**src/rtl/cpu_dump_pkg.sv**
```systemverilog
// rtl/cpu_dump_pkg.sv - shared types and constants for the CPU state dumper
//   Provides the FSM state encoding, region codes, tag layout and a tag builder.
//   Optional feature macro used by this slice: DUMP_CHECKSUM_EN.
package cpu_dump_pkg;

  typedef enum logic [1:0] {
    ST_IDLE  = 2'd0,
    ST_REG   = 2'd1,
    ST_MEM   = 2'd2,
    ST_DRAIN = 2'd3
  } state_t;

  localparam logic REGION_RF = 1'b0;
  localparam logic REGION_DM = 1'b1;

  localparam int TAG_W = 9;
  localparam logic [TAG_W-1:0] TAG_CHECKSUM = 9'h1FF;

  // Tag layout: [8] region, [7:0] word index inside that region.
  function automatic logic [TAG_W-1:0] make_tag(input logic region, input logic [7:0] idx);
    return {region, idx};
  endfunction

endpackage

```
**src/rtl/cpu_state_dumper_if.sv**
```systemverilog
// rtl/cpu_state_dumper_if.sv - valid/ready beat stream carrying dumped words
//   valid : beat present          (master -> slave)
//   ready : sink accepts the beat (slave -> master)
//   data  : dumped word, DATA_W bits
//   tag   : {region, index}, TAG_W bits; TAG_CHECKSUM marks the checksum beat
interface cpu_state_dumper_if #(
  parameter int DATA_W = 32
);
  import cpu_dump_pkg::*;

  logic              valid;
  logic              ready;
  logic [DATA_W-1:0] data;
  logic [TAG_W-1:0]  tag;

  modport master (output valid, output data, output tag, input ready);
  modport slave  (input valid, input data, input tag, output ready);

endinterface

```
**src/rtl/dump_out_stage.sv**
```systemverilog
// rtl/dump_out_stage.sv - single-entry valid/ready output register
//   clk_i, rst_n      : clock, asynchronous active-low reset
//   load              : capture data_in/tag_in and raise valid (caller only asserts when free)
//   data_in, tag_in   : beat to capture
//   ready             : sink ready
//   valid, data, tag  : registered beat; held while valid && !ready
module dump_out_stage #(
  parameter int DATA_W = 32,
  parameter int TAG_W  = 9
) (
  input  logic              clk_i,
  input  logic              rst_n,
  input  logic              load,
  input  logic [DATA_W-1:0] data_in,
  input  logic [TAG_W-1:0]  tag_in,
  input  logic              ready,
  output logic              valid,
  output logic [DATA_W-1:0] data,
  output logic [TAG_W-1:0]  tag
);

  always_ff @(posedge clk_i or negedge rst_n) begin
    if (!rst_n) begin
      valid <= 1'b0;
      data  <= '0;
      tag   <= '0;
    end else if (load) begin
      valid <= 1'b1;
      data  <= data_in;
      tag   <= tag_in;
    end else if (valid && ready) begin
      // Beat accepted with nothing to replace it: the register empties.
      valid <= 1'b0;
    end
  end

endmodule

```
**src/rtl/cpu_state_dumper.sv**
```systemverilog
// rtl/cpu_state_dumper.sv - walks RF then DM and streams every word with a region/index tag
//   clk_i, rst_n  : clock, asynchronous active-low reset
//   start_i       : dump request, sampled only in IDLE
//   busy_o        : dump in progress
//   done_o        : one-cycle pulse in the cycle the final beat is accepted
//   rf_addr_o/rf_data_i : RF spare read port (combinational read)
//   dm_addr_o/dm_data_i : DM spare read port (combinational read)
//   dump          : output beat stream (master side)
//   DUMP_CHECKSUM_EN : when defined, a final beat tagged TAG_CHECKSUM carries the sum of all data
module cpu_state_dumper
  import cpu_dump_pkg::*;
#(
  parameter int DATA_W    = 32,
  parameter int NUM_REGS  = 32,
  parameter int NUM_WORDS = 32
) (
  input  logic                 clk_i,
  input  logic                 rst_n,
  input  logic                 start_i,
  output logic                 busy_o,
  output logic                 done_o,
  output logic [4:0]           rf_addr_o,
  input  logic [DATA_W-1:0]    rf_data_i,
  output logic [7:0]           dm_addr_o,
  input  logic [DATA_W-1:0]    dm_data_i,
  cpu_state_dumper_if.master   dump
);

  localparam logic [7:0] LAST_REG  = 8'(NUM_REGS - 1);
  localparam logic [7:0] LAST_WORD = 8'(NUM_WORDS - 1);

  state_t            state, state_nxt;
  logic [7:0]        idx, idx_nxt;
  logic              can_load;
  logic              load;
  logic [DATA_W-1:0] load_data;
  logic [TAG_W-1:0]  load_tag;
  logic              done;

`ifdef DUMP_CHECKSUM_EN
  logic [DATA_W-1:0] sum;
  logic              cksum_sent;
`endif

  // The output register can take a new beat when empty or when its beat leaves this cycle.
  assign can_load = !dump.valid || dump.ready;

  always_ff @(posedge clk_i or negedge rst_n) begin
    if (!rst_n) begin
      state <= ST_IDLE;
      idx   <= '0;
    end else begin
      state <= state_nxt;
      idx   <= idx_nxt;
    end
  end

  always_comb begin
    state_nxt = state;
    idx_nxt   = idx;
    load      = 1'b0;
    load_data = '0;
    load_tag  = '0;
    done      = 1'b0;
    case (state)
      ST_IDLE: begin
        if (start_i) begin
          state_nxt = ST_REG;
          idx_nxt   = '0;
        end
      end
      ST_REG: begin
        if (can_load) begin
          load      = 1'b1;
          load_data = rf_data_i;
          load_tag  = make_tag(REGION_RF, idx);
          if (idx == LAST_REG) begin
            state_nxt = ST_MEM;
            idx_nxt   = '0;
          end else begin
            idx_nxt = idx + 8'd1;
          end
        end
      end
      ST_MEM: begin
        if (can_load) begin
          load      = 1'b1;
          load_data = dm_data_i;
          load_tag  = make_tag(REGION_DM, idx);
          if (idx == LAST_WORD) begin
            state_nxt = ST_DRAIN;
            idx_nxt   = '0;
          end else begin
            idx_nxt = idx + 8'd1;
          end
        end
      end
      ST_DRAIN: begin
`ifdef DUMP_CHECKSUM_EN
        // The checksum beat replaces the last DM beat as soon as that one is taken.
        if (!cksum_sent) begin
          if (can_load) begin
            load      = 1'b1;
            load_data = sum;
            load_tag  = TAG_CHECKSUM;
          end
        end else if (dump.valid && dump.ready) begin
          done      = 1'b1;
          state_nxt = ST_IDLE;
        end
`else
        if (dump.valid && dump.ready) begin
          done      = 1'b1;
          state_nxt = ST_IDLE;
        end
`endif
      end
      default: state_nxt = ST_IDLE;
    endcase
  end

`ifdef DUMP_CHECKSUM_EN
  always_ff @(posedge clk_i or negedge rst_n) begin
    if (!rst_n) begin
      sum        <= '0;
      cksum_sent <= 1'b0;
    end else if (state == ST_IDLE) begin
      sum        <= '0;
      cksum_sent <= 1'b0;
    end else if (load) begin
      if (state == ST_DRAIN) cksum_sent <= 1'b1;
      else                   sum        <= sum + load_data;
    end
  end
`endif

  dump_out_stage #(
    .DATA_W (DATA_W),
    .TAG_W  (TAG_W)
  ) u_out (
    .clk_i   (clk_i),
    .rst_n   (rst_n),
    .load    (load),
    .data_in (load_data),
    .tag_in  (load_tag),
    .ready   (dump.ready),
    .valid   (dump.valid),
    .data    (dump.data),
    .tag     (dump.tag)
  );

  assign busy_o    = (state != ST_IDLE);
  assign done_o    = done;
  assign rf_addr_o = (state == ST_REG) ? idx[4:0] : 5'd0;
  assign dm_addr_o = (state == ST_MEM) ? idx : 8'd0;

endmodule

```
**src/flat_wrapper.sv**
```systemverilog
// flat-port wrapper written by rule: the top's interface ports become plain ports
module cpu_state_dumper_flat import cpu_dump_pkg::*;
#(
  parameter int DATA_W    = 32,
  parameter int NUM_REGS  = 32,
  parameter int NUM_WORDS = 32
)
  (clk_i, rst_n, start_i, busy_o, done_o, rf_addr_o, rf_data_i, dm_addr_o, dm_data_i, dump_valid, dump_data, dump_tag, dump_ready);
  cpu_state_dumper_if #(.DATA_W(DATA_W)) dump_i ();
  input  logic clk_i;
  input  logic rst_n;
  input  logic start_i;
  output logic busy_o;
  output logic done_o;
  output logic [4:0] rf_addr_o;
  input  logic [DATA_W-1:0] rf_data_i;
  output logic [7:0] dm_addr_o;
  input  logic [DATA_W-1:0] dm_data_i;
  output wire logic [$bits(dump_i.valid)-1:0] dump_valid;
  output wire logic [$bits(dump_i.data)-1:0] dump_data;
  output wire logic [$bits(dump_i.tag)-1:0] dump_tag;
  input wire logic [$bits(dump_i.ready)-1:0] dump_ready;
  assign dump_valid = dump_i.valid;
  assign dump_data = dump_i.data;
  assign dump_tag = dump_i.tag;
  assign dump_i.ready = dump_ready;
  cpu_state_dumper #(.DATA_W(DATA_W), .NUM_REGS(NUM_REGS), .NUM_WORDS(NUM_WORDS)) u_core (.clk_i(clk_i), .rst_n(rst_n), .start_i(start_i), .busy_o(busy_o), .done_o(done_o), .rf_addr_o(rf_addr_o), .rf_data_i(rf_data_i), .dm_addr_o(dm_addr_o), .dm_data_i(dm_data_i), .dump(dump_i));
endmodule
```
**config.mk**
```make
export PLATFORM = sky130hd
export DESIGN_NAME = cpu_state_dumper_flat
export DESIGN_NICKNAME = d
export VERILOG_FILES = /design/src/rtl/cpu_dump_pkg.sv /design/src/rtl/cpu_state_dumper_if.sv /design/src/rtl/dump_out_stage.sv /design/src/rtl/cpu_state_dumper.sv /design/src/flat_wrapper.sv
export SDC_FILE = /design/constraint.sdc
export NUM_CORES = 1
export LEC_CHECK = 0
export CAP_MARGIN = 15
export CORE_ASPECT_RATIO = 0.8
export CORE_MARGIN = 3
export CORE_UTILIZATION = 60
export CTS_CLUSTER_DIAMETER = 100
export DETAILED_ROUTE_END_ITERATION = 10
export DONT_BUFFER_PORTS = 1
export PLACE_DENSITY = 0.82
export SKIP_CTS_REPAIR_TIMING = 1
export SLEW_MARGIN = 15
export SYNTH_ARGS = -nofsm -noshare
export SYNTH_HDL_FRONTEND = slang
export SYNTH_SLANG_ARGS = --single-unit
```
**constraint.sdc**
```tcl
create_clock -name clk_i -period 2.2 [get_ports clk_i]
set_input_delay 0.22 -clock clk_i [delete_from_list [all_inputs] [get_ports clk_i]]
set_output_delay 0.22 -clock clk_i [all_outputs]
set_load 0.02 [all_outputs]
```
==> results of run 1 <==
==> sequential cells by signal, summed over array words and instances (netlist names) <==
name and cells:
u_core.u_out.data 32, u_core.u_out.tag 9, u_core.idx 8, u_core.state 2, u_core.u_out.valid 1
==> area by class of cell <==
class,instances,area [um^2],share of cell area
multi-input combinational,198,1136,0.4133
tap,55,68.82,0.02503
timing repair buffer,11,105.1,0.03823
sequential,52,1301,0.4734
inverter,7,26.28,0.009558
clock inverter,2,38.79,0.01411
clock buffer,6,72.57,0.02640
==> where the power goes <==
group	internal [mW]	switching, mW
Clock	0.344	0.303
Combinational	0.818	1.47
Sequential	1.38	0.758
Total	2.54	2.53
==> critical path: cells and delay by family, from the launching register on <==
family,cells,cell delay (ns)
AO/OA/AOI/OAI,2,0.55
AND/OR/NAND/NOR,1,0.51
adder cells (fa/ha/maj),1,0.41
flip-flops,1,0.39
buffers and inverters,1,0.10
==> cell usage after synthesis (2+ instances only) <==
cell      count  share of area
nand2_1      28          0.041
a31oi_1       2         0.0049
o21ai_0       4         0.0079
and2_1       14          0.034
nor4_1        2         0.0049
inv_1         7          0.010
and3_1        2         0.0049
ha_1          6          0.030
a21oi_1       5         0.0099
mux2i_1       2         0.0079
or4_1         2         0.0059
o31ai_1       3         0.0089
or2_2         2         0.0049
a221oi_1     33           0.11
dfrtp_1      52           0.51
nor2_1       68           0.10
nor3_1        2         0.0039
clkbuf_1     13          0.019
buf_2         6          0.012
nand3_1      13          0.026
==> path summary, 6_finish.rpt <==
path	endpoint	cells after the start	slack (ns)
worst min register to register	u_core.u_out.tag[7]	2	0.59
min in group asynchronous	u_core.u_out.data[6]	2	0.42
max in group asynchronous	u_core.idx[5]	2	1.55
worst max register to register	u_core.idx[5]	5	0.18
worst max-delay path	u_core.idx[5]	5	0.18
worst min-delay path	u_core.u_out.data[28]	2	0.09
==> cells by family (layout without fill, tap and decap cells) <==
family | count (synthesis) | count (layout) | share of synthesized area
AOI/OAI and AO/OA | 51 | 51 | 0.1626
xor gates and xnor gates | 1 | 1 | 0.003451
adders and majority gates | 6 | 6 | 0.02957
buffers and inverters | 26 | 26 | 0.04140
DFF | 52 | 52 | 0.5126
muxes | 2 | 2 | 0.007886
and+or+nand+nor | 138 | 138 | 0.2425
==> per-layer routing <==
metal,part of all wire,vias up,global-route usage,routed length (um)
met5,0,-,0,0
met1,0.40,1031,0.3287,2546
met4,0.012,0,0.07642,76
met2,0.48,111,0.4078,3110
met3,0.11,11,0.09577,703
li1,-,966,-,-
==> stage by stage <==
step | instances | cell area, um^2 | hold WS (ns)
floorplan | 276 | 2539 | -0.07559
global placement | 321 | 2599 | -0.07423
detailed placement | 321 | 2599 | -0.07421
CTS | 329 | 2710 | -0.4080
global route | 331 | 2749 | 0.06653
finish | 331 | 2749 | 0.08982
==> results.toml, run 1 <==
[run_status]
outcome = "finished clean"

[placed_design]
dpl.hpwl_mm = 4.626
gp_congestion = 0.9309
place_ws_ns = 0.2272
port_buffers = 0

[layout]
n_antenna_cell = 0
fin_nets = 349
syn_to_final_growth_pct = 8.280
final_common_cell = "nor2_1"
final_cell_mix = "nor2_1 (67), dfrtp_1 (52), a221oi_1 (33)"
n_fill_cell = 339
drive_gt1_frac = 0.09058
utilization = 0.6997

[route]
drtPass1Iterations = 4
via_per_inst = 6.402
num_vias = 2119
drt_iter0_drc = 131
wl_mm = 6.437
drc = 0
antenna_left = 0
routedWlPerCell_um = 19.45

[sta]
rsz0062_at_grt = "false"
max_freq_mhz = 494.6
period_needed_ns = 2.022
setup_viol = 0
slew_headroom = 0.6690
final_max_slew_viol_count = 0
worst_pin_slew_ns = 0.4839
final.setup_skew_ns = 0.005638
setup_ws_ns = 0.1780
finalSetupTns_ns = 0
period_share = 0.9191
hold_viol = 0

[critical_path]
r2r-start = "u_core.state[0]"
critical_path_class = "register to register"
critPathMaxFanout = 7
crit_required_ns = 2.42
worst_path_max_delay_cell = "or4_1"
startpoint_type = "register"
crit_chain = "inv_1, ha_1, a211o_4, or4_1, a21oi_1"
end_kind = "register"
critical_path_arrival_ns = 2.24
startpoint = "u_core.state[0]"
critPathMaxStageDelay_ns = 0.51

[die]
die_w_um = 78.73
core_region_area_um2 = 3929
start_util = 0.6462
fp-row-count = 20
dieArea_um2 = 5053
ios = 125
die-height_um = 64.18

[power]
total_power_mw = 5.071
peakVddDrop_v = 0.001079
p_per_area_nw_per_um2 = 1845
p_leak_nw = 1.242

[synth]
synth_cell_type_count = 30
syn_area_um2 = 2539
syn_inst = 276
synth_flop_cell = "dfrtp_1"
ys_warn_count = 0
synth_edf_count = 0
synthArstFlopShare = 1.000
syn_avg_cell_area_um2 = 9.198
syn_nets = 350
synth-seq-cells = 52
ys_seq_area_frac = 0.5126

[cts]
clk_pin_slew_worst_paths_ns = 0.09
clk_path_buf_depth = 2
htree_levels = 2
numClockSinks = 52
insertion_delay_ns = 0.30
cts_tree = "yes"
cts_inserted_buffers = 5
cts-root-buf = "clkbuf_8"

[grt]
first_global_vias = 2018
grt_overflow = 0
grt_max_degree = 53
grt_first_pass_wirelength_mm = 10.14
grt_usage = 0.2569
grt_antenna_before_repair = 0

[min_path]
hp-start = "dm_data_i[28]"
hold_class = "input port to register"

[flow_run]
max_cap_violations = 0
(Power assumes the default switching activity.)
==> run 2, diff against run 1 <==
--- a/config.mk
+++ b/config.mk
@@ -10,6 +10,7 @@
 export CORE_MARGIN = 3
 export CORE_UTILIZATION = 60
 export CTS_CLUSTER_DIAMETER = 100
+export CTS_CLUSTER_SIZE = 40
 export DETAILED_ROUTE_END_ITERATION = 10
 export DONT_BUFFER_PORTS = 1
 export PLACE_DENSITY = 0.82
==> results of run 2 <==
The final DEF is identical to that of run 1; final timing and power are the same.
==> run 3, diff against run 2 <==
--- a/config.mk
+++ b/config.mk
@@ -13,6 +13,7 @@
 export CTS_CLUSTER_SIZE = 40
 export DETAILED_ROUTE_END_ITERATION = 10
 export DONT_BUFFER_PORTS = 1
+export GPL_ROUTABILITY_DRIVEN = 0
 export PLACE_DENSITY = 0.82
 export SKIP_CTS_REPAIR_TIMING = 1
 export SLEW_MARGIN = 15
==> run 3 against run 2 <==
  * Wire length shrank 3.2%
  * Largest cell class unchanged
  * Hold slack gained 0.0023 ns
  * Sequential power is essentially flat
  * Clock-buffer cell count grew 1
  * Via count shrank 1.7%
  * Sequential cell count is the same
  * Total power shrank 2.2%
  * Die area is the same
  * Critical endpoint is now u_core.idx[7]
  * Register-to-register slack gained 0.02 ns
  * Sequential share of layout area grew 0.37 points
  * Fmax grew 1.2%
==> results.toml, run 3 (synthesis results as in run 1) <==
[layout]
largest_register = "u_core.u_out.data"
largest_reg_flops = 32
fin_nets = 347
final_cell_count_no_fill = 329
utilization = 0.6943
drive_gt1_frac = 0.08029
final_cell_mix = "nor2_1 (67), dfrtp_1 (52), a221oi_1 (33)"
syn_to_final_growth_pct = 7.442
n_antenna_cell = 0
largest_registers = "u_core.u_out.data x32, u_core.u_out.tag x9, u_core.idx x8"
final_common_cell = "nor2_1"

[die]
ios = 125
core_region_area_um2 = 3929
start_util = 0.6462
fp-row-count = 20
dieArea_um2 = 5053
die_w_um = 78.73
die-height_um = 64.18

[route]
drc = 0
via_per_inst = 6.334
num_vias = 2084
wl_mm = 6.229
antenna_left = 0
drtPass1Iterations = 4
drt_iter0_drc = 127
routedWlPerCell_um = 18.93

[sta]
setup_viol = 0
hold_viol = 0
slew_headroom = 0.3694
finalSetupTns_ns = 0
final_max_slew_viol_count = 0
max_freq_mhz = 500.7
rsz0062_at_grt = "false"
period_needed_ns = 1.997
worst_pin_slew_ns = 0.9459
period_share = 0.9078
final.setup_skew_ns = 0.004420

[critical_path]
critical_path_class = "register to register"
crit_end = "u_core.idx[7]"
reg2reg_to = "u_core.idx[7]"
r2r-start = "u_core.state[0]"
worst_path_max_delay_cell = "or4_1"
critPathMaxStageDelay_ns = 0.51
crit_chain = "inv_1, ha_1, a211o_4, or4_1, a21oi_1"
startpoint_type = "register"
critPathMaxFanout = 7
reg2reg_slack_ns = 0.20
crit_required_ns = 2.43
startpoint = "u_core.state[0]"
critical_path_arrival_ns = 2.22
crit_cells = 5
critPathTopFamily = "compound AO/OA/AOI/OAI gates"
crit_buf_inv = 1
end_kind = "register"
r2r.worst_path.cells = 5

[grt]
met2_usage = 0.3877
busiest_layer = "met2"
grt_overflow = 0
first_global_vias = 1925
grt_first_pass_wirelength_mm = 9.632
grt_usage = 0.2443
use_met3 = 0.08873
grt_antenna_before_repair = 0
grt_max_degree = 53
grtUsageMet1 = 0.3180

[power]
peakVddDrop_v = 0.001116
p_per_area_nw_per_um2 = 1819
total_power_mw = 4.962
p_leak_nw = 1.226

[cts]
insertion_delay_ns = 0.29
cts_inserted_buffers = 5
cts-root-buf = "clkbuf_8"
numClockSinks = 52
cts_tree = "yes"
clk_pin_slew_worst_paths_ns = 0.09
clk_path_buf_depth = 2
htree_levels = 2

[placed_design]
dpl.hpwl_mm = 4.572
port_buffers = 0
place_inst = 319

[flow_run]
max_cap_violations = 0

[min_path]
hp-start = "dm_data_i[1]"
hold_class = "input port to register"

[run_status]
outcome = "finished clean"
run 3: changes by cell type in the layout (fill, tap and decap cells not counted), sizes merged:
cell	change
inv	-1
bufinv	-1
clkinvlp	+1
clkbuf	+1
buf	-2
run 3: worst min path at each step:
| stage | end | slack (ns) | cells after the start |
|---|---|---|---|
| 2_1_floorplan | u_core.idx[0] | -0.08 | 0 |
| 3_3_place_gp | u_core.u_out.data[29] | -0.07 | 0 |
| 3_5_place_dp | u_core.u_out.data[29] | -0.07 | 0 |
| 4_1_cts | u_core.u_out.data[21] | -0.40 | 0 |
| 5_1_grt | u_core.u_out.data[8] | 0.09 | 2 |
| 6_report | u_core.u_out.data[1] | 0.09 | 2 |
run 3: per-stage QoR:
stage	hold WS, ns	worst slack (ns)	area (um^2)
after floorplan	-0.07559	0.3418	2539
after global placement	-0.07415	0.2867	2596
after detailed placement	-0.07434	0.2091	2596
after CTS	-0.4014	0.2012	2690
after global routing	0.08535	0.03064	2728
final	0.09215	0.2029	2728
run 3: cell type report:
class / count / area [um^2]
timing repair buffer: 9 / 102.6
sequential: 52 / 1301
tap: 55 / 68.82
clock buffer: 7 / 86.33
inverter: 7 / 26.28
clock inverter: 1 / 7.507
multi-input combinational: 198 / 1135
fill: 300 / 1201
run 3: worst register-to-register path, cell delays in order (launching register included):
cell and delay (ns):
dfrtp_1 0.39, inv_1 0.09, ha_1 0.40, a211o_4 0.39
or4_1 0.51, a21oi_1 0.15
run 3: routing by layer:
metal	share of wire	vias up
li1	-	962
met1	0.40	1004
met2	0.49	116
met3	0.11	2
met4	0.0024	0
met5	0	-
run 3: report_power, final:
part	total, mW	internal, mW	switching (mW)
clock network	0.550	0.256	0.294
logic	2.26	0.832	1.43
registers	2.15	1.38	0.770
